<file path="config.mk">
export PLATFORM = sky130hd
export DESIGN_NAME = mux_scan_n
export DESIGN_NICKNAME = d
export VERILOG_FILES = /design/src/rtl/mux_scan_n.sv
export SDC_FILE = /design/constraint.sdc
export NUM_CORES = 1
export LEC_CHECK = 0
export ABC_CLOCK_PERIOD_IN_PS = 4700
export BUFFER_PORTS_ARGS = -buffer_cell sky130_fd_sc_hd__buf_2
export CORE_AREA = 2 2 39 41
export DETAILED_ROUTE_END_ITERATION = 12
export DIE_AREA = 0 0 41 43
export PLACE_DENSITY = 0.75
export SLEW_MARGIN = 25
export SYNTH_ARGS = -nofsm -noshare
export SYNTH_HDL_FRONTEND = slang
export SYNTH_SLANG_ARGS = --single-unit
</file>
<file path="constraint.sdc">
create_clock -name clk -period 4.7 [get_ports clk]
set_clock_uncertainty 0.15 [all_clocks]
set_input_delay 0.705 -clock clk [delete_from_list [all_inputs] [get_ports clk]]
set_output_delay 0.705 -clock clk [all_outputs]
set_load 0.1 [all_outputs]
</file>
<file path="src/rtl/mux_scan_n.sv">
// Registered N-channel multiplexer with manual select, auto-scan with dwell
// time, hold control and one-cycle status pulses (ch_change, wrap, sel_err).
module mux_scan_n #(
  parameter int N_CH  = 4,
  parameter int WIDTH = 4,
  parameter int DWELL = 3,
  parameter int SEL_W = $clog2(N_CH)
) (
  input  logic                  clk,
  input  logic                  reset,
  input  logic [N_CH*WIDTH-1:0] data_in,
  input  logic [SEL_W-1:0]      sel,
  input  logic                  mode,
  input  logic                  hold,
  output logic [WIDTH-1:0]      out,
  output logic [SEL_W-1:0]      cur_sel,
  output logic                  ch_change,
  output logic                  wrap,
  output logic                  sel_err
);

  localparam int CNT_W = (DWELL > 1) ? $clog2(DWELL) : 1;
  localparam logic [SEL_W-1:0] LAST_CH  = SEL_W'(N_CH - 1);
  localparam logic [CNT_W-1:0] CNT_LAST = CNT_W'(DWELL - 1);

  typedef enum logic {MANUAL, SCAN} state_t;

  state_t           state_reg, state_next;
  logic [CNT_W-1:0] cnt_reg, cnt_next;
  logic [SEL_W-1:0] sel_next;
  logic             wrap_next;
  logic             err_next;
  logic [WIDTH-1:0] ch [N_CH];

  generate
    for (genvar gi = 0; gi < N_CH; gi++) begin : g_unpack
      assign ch[gi] = data_in[gi*WIDTH +: WIDTH];
    end
  endgenerate

  // mode is sampled every edge; the first mode=1 edge only enters SCAN and
  // clears the dwell counter so the current channel gets a full dwell.
  always_comb begin
    state_next = state_reg;
    cnt_next   = '0;
    sel_next   = cur_sel;
    wrap_next  = 1'b0;
    err_next   = 1'b0;
    if (!mode) begin
      state_next = MANUAL;
      if (int'(sel) < N_CH) begin
        sel_next = sel;
      end else begin
        err_next = 1'b1;
      end
    end else if (state_reg == MANUAL) begin
      state_next = SCAN;
    end else if (hold) begin
      cnt_next = cnt_reg;
    end else if (cnt_reg == CNT_LAST) begin
      if (cur_sel == LAST_CH) begin
        sel_next  = '0;
        wrap_next = 1'b1;
      end else begin
        sel_next = cur_sel + 1'b1;
      end
    end else begin
      cnt_next = cnt_reg + 1'b1;
    end
  end

  // out and cur_sel load from the same sel_next so they always agree.
  always_ff @(posedge clk) begin
    if (reset) begin
      state_reg <= MANUAL;
      cnt_reg   <= '0;
      cur_sel   <= '0;
      out       <= '0;
      ch_change <= 1'b0;
      wrap      <= 1'b0;
      sel_err   <= 1'b0;
    end else begin
      state_reg <= state_next;
      cnt_reg   <= cnt_next;
      cur_sel   <= sel_next;
      out       <= ch[sel_next];
      ch_change <= (sel_next != cur_sel);
      wrap      <= wrap_next;
      sel_err   <= err_next;
    end
  end

endmodule

</file>
# Word level (Yosys, flattened, before mapping)
# Index checks and enable logic that the tools add are counted.
dict set report totals {
  reg_bits 11
  word_cells 29
  output_inout_bits 9
}
dict set report op_classes {
  n_addsub 2
  n_eq_ne 3
  order_cmp 1
  n_mux 11
  bitwise_logic 4
  n_reduce_logical 2
}
# op count
set ops {}
lappend ops {{$mux 2} 6}
lappend ops {{$bmux 4 s2} 1}
lappend ops {{$mux 4} 2}
lappend ops {{$reduce_or 5->1} 1}
lappend ops {{$add 2x1->2 const B} 2}
lappend ops {{$eq 2x2->1 const B} 2}
lappend ops {{$ge 3x3->1 const B} 1}
lappend ops {{$not 1->1} 3}
lappend ops {{$not 2->3} 1}
lappend ops {{$reduce_or 3->1} 1}
lappend ops {{$mux 1} 2}
lappend ops {{$ne 2x2->1} 1}

# Depth between registers and ports, before layout
dict set report depth {
  word_depth 10
  ltp_mapped 5
  depth_no_buf 5
}

# Least setup slack after synthesis
# OpenSTA, ideal clock, no wires.
dict set report synth_path {
  path_kind {register -> register}
  start {register cur_sel[0]}
  end {register out[0]}
  path_stages_with_launch 6
  arrival_time_ps 2100
  path_slack_ps 2319
  cell_sequence {dfxtp_1 > ha_1 > mux2i_1 > mux2i_4 > mux2i_1 > o22ai_1}
}
dict set report synth_via {
  elab_chain_cells 10
}
# item line_no
set synth_rtl {}
lappend synth_rtl {{start: declaration} 16} ;# output logic [SEL_W-1:0] cur_sel,
lappend synth_rtl {{start signal: assignment} 85} ;# cur_sel <= sel_next;
lappend synth_rtl {{$add 2x1->2 or $eq 2x2->1 (tied branches)} {65, 61}}
lappend synth_rtl {{$mux 2} 61} ;# if (cur_sel == LAST_CH) begin
lappend synth_rtl {{$mux 2} 60} ;# end else if (cnt_reg == CNT_LAST) begin
lappend synth_rtl {{$mux 2} 58} ;# end else if (hold) begin
lappend synth_rtl {{$mux 2 *} 56} ;# end else if (state_reg == MANUAL) begin
lappend synth_rtl {{$mux 2 *} 49} ;# if (!mode) begin
lappend synth_rtl {{$not 2->3 (not written as such) *} 86} ;# out <= ch[sel_next];
lappend synth_rtl {{$bmux 4 s2 *} 86}
lappend synth_rtl {{$mux 4 (not written as such) * (2 in a row)} 86}
lappend synth_rtl {{end signal: assignment} 86}
lappend synth_rtl {{end: declaration} 15} ;# output logic [WIDTH-1:0] out,
# Every way passes the cells marked *; elsewhere a longest branch is shown, timed or not. The select of a mux whose other input is x is not followed.
# A chain may end at the register's enable or synchronous reset.

# Worst setup path in the final report
dict set report layout_path {
  start {input port hold}
  end {register out[2]}
}
dict set report layout_via {
  elab_chain_cells 7
}
# item line_no
set layout_rtl {}
lappend layout_rtl {{start: declaration} 14} ;# input logic hold,
lappend layout_rtl {{$mux 2} 58}
lappend layout_rtl {{$mux 2} 56}
lappend layout_rtl {{$mux 2} 49}
lappend layout_rtl {{$not 2->3 (not written as such)} 86}
lappend layout_rtl {{$bmux 4 s2} 86}
lappend layout_rtl {{$mux 4 (not written as such) (2 in a row)} 86}
# No other way between the ends. The select of a mux whose other input is x is not followed.

==> results.py <==
metrics = {
    "outcome": {
        "status": "complete, no violations",
    },
    "power": {
        "vdd_drop_max_mv": 0.160,
        "intPower_uw": 154,
        "seq_power_share": 0.412,
        "p_clk_frac": 0.257,
        "power.density_nw_per_um2": 343,
        "power_switching_uw": 93.8,
        "p_leak_nw": 0.350,
        "swShare": 0.379,
        "power_frac_comb": 0.331,
    },
    "cts": {
        "cts_tree": "done",
        "postCtsResizedCells": 0,
        "holdBufCountCts": 0,
        "cts-root-buf": "clkbuf_4",
        "insertion_delay_ns": 0.26,
        "clk_pin_slew_ns": 0.07,
        "htree_levels": 1,
        "clockBufferDepth": 2,
        "cts_sinks": 11,
        "postCtsSetupBuffers": 0,
        "cts_inserted_buffers": 3,
    },
    "final_layout": {
        "nFillCells": 146,
        "multi_input_comb_area_um2": 302,
        "final_cell_mix": "buf_2, mux2i_1, dfxtp_1, o22ai_1",
        "drive_above_1_share": 0.395,
        "post-route-util": 0.521,
        "area_delta_synth_final_pct": 33.0,
        "final_common_cell": "buf_2",
        "regArea_um2": 220,
        "largest_reg_flops": 4,
        "final_nets": 110,
        "n_antenna_cell": 0,
    },
    "placed_design": {
        "dp_hpwl_um": 844,
        "numPortBuffers": 29,
        "gp_congestion": 0.698,
    },
    "critical_path": {
        "path_max_fanout": 9,
        "cp.arrival_ns": 1.98,
        "crit_path_end_kind": "flip-flop",
        "crit_path_start_kind": "primary input",
        "crit_type": "in2reg",
        "cp.required_ns": 4.69,
    },
    "yosys": {
        "ys_warn_count": 0,
        "synth_fp_nets": 78,
        "ys_ff_latch": 11,
        "synth.cell_area_um2": 542,
        "synth_cell_types": 19,
        "netlist_instances": 55,
        "syn_avg_cell_area_um2": 9.85,
        "seq_area_frac_synth": 0.406,
    },
    "detailed_routing": {
        "drt_iter0_markers": 5,
        "vias_per_cell": 4.99,
        "wl_per_cell_um": 10.3,
        "ant_nets": 0,
        "dr.pass1.iters": 4,
        "route.detailed.drc": 0,
        "wl_um": 1050,
        "route.vias.total": 509,
    },
    "global_routing": {
        "grt_first_pass_wirelength_um": 1600,
        "track_usage": 0.134,
        "grt_pass1_vias": 462,
        "grt_use_met2": 0.231,
        "use_met1": 0.123,
        "met3_usage": 0.0471,
        "antenna_found_initial": 0,
        "grt-ovfl-total": 0,
        "busiest_layer": "met2",
        "grt_max_degree": 10,
    },
    "floorplanning": {
        "rows": 14,
        "die-height_um": 43,
        "die-area_um2": 1760,
        "dieWidth_um": 41,
        "start_util": 0.392,
        "coreArea_um2": 1380,
        "ios": 31,
    },
    "timing": {
        "fin_crit_ns": 2.00,
        "fin_setup_tns_ns": 0,
        "max_freq_mhz": 501,
        "setup_violations": 0,
        "rsz0062_at_grt": "false",
        "period_share": 0.425,
        "finalHoldViolations": 0,
        "maxSlewViolCount": 0,
    },
    "run": {
        "drv_cap": 0,
    },
    "min_path": {
        "min_path_type": "reg2reg",
    },
}
==> path summary, 6_finish.rpt <==
check | from | endpoint | slack (ns) | cells past startpoint
hold / removal | state_reg | cnt_reg[1] | 0.32 | 2
setup / recovery | hold | out[2] | 2.70 | 5
hold reg to reg | state_reg | cnt_reg[1] | 0.32 | 2
setup reg to reg | cur_sel[0] | out[2] | 2.90 | 5
==> per-layer routing <==
layer | wire length, µm | vias to the layer above
met5 | 0 | -
met4 | 19 | 0
met2 | 551 | 21
met3 | 76 | 4
met1 | 403 | 225
li1 | - | 259
==> final cells by class <==
| cell class | count | share of cell area |
|---|---|---|
| multi-input cells | 40 | 0.418 |
| flip-flops and latches | 11 | 0.306 |
| repair buffers | 29 | 0.201 |
| clock buffers | 4 | 0.0365 |
| inverters | 2 | 0.0104 |
| well taps | 16 | 0.0278 |
==> through the flow <==
| stage | hold slack (ns) | power [mW] | setup slack, ns | instance area [µm²] | std cells |
|---|---|---|---|---|---|
| after floorplan | 0.286 | 0.169 | 2.32 | 542 | 55 |
| after global placement | 0.307 | 0.185 | 2.46 | 694 | 98 |
| after detailed placement | 0.314 | 0.186 | 2.41 | 694 | 98 |
| after CTS | 0.326 | 0.251 | 2.69 | 721 | 102 |
| after global routing | 0.351 | 0.260 | 2.65 | 721 | 102 |
| final | 0.320 | 0.247 | 2.70 | 721 | 102 |
==> power groups by stage <==
stage / combinational (mW) / sequential (mW) / clock, mW
floorplan: 0.0260 / 0.143 / 0
global placement: 0.0813 / 0.104 / 0
detailed placement: 0.0824 / 0.104 / 0
CTS: 0.0825 / 0.102 / 0.0662
global route: 0.0860 / 0.103 / 0.0714
finish: 0.0818 / 0.102 / 0.0636
==> kinds of logic (layout without fill, tap and decap cells) <==
group,count (synthesis),count (layout),synth area share
multiplexers,12,12,0.245
AND/OR/NAND/NOR,14,14,0.139
adder cells (fa/ha/maj),1,1,0.0231
flip-flops,11,11,0.406
buffers and inverters,4,35,0.0370
AO/OA/AOI/OAI,11,11,0.127
XOR/XNOR,1,1,0.0162
other,1,1,0.00692
==> Yosys cell counts (all sizes together) <==
| master | count | area (µm²) |
|---|---|---|
| a211o | 1 | 8.76 |
| a21oi | 4 | 20.0 |
| a221oi | 1 | 8.76 |
| and3 | 1 | 6.26 |
| and4bb | 1 | 16.3 |
| buf | 2 | 12.5 |
| conb | 1 | 3.75 |
| dfxtp | 11 | 220 |
| ha | 1 | 12.5 |
| inv | 2 | 7.51 |
| mux2i | 12 | 133 |
| nand2 | 4 | 15.0 |
| nor2 | 4 | 15.0 |
| nor2b | 2 | 12.5 |
| nor3 | 2 | 10.0 |
| o22ai | 5 | 31.3 |
| xor2 | 1 | 8.76 |
==> worst max-delay path: stages <==
cell and delay [ns]:
buf_2 0.12, and4bb_4 0.38, mux2i_4 0.44, mux2i_1 0.25, o22ai_1 0.09
(Power assumes the default switching activity.)
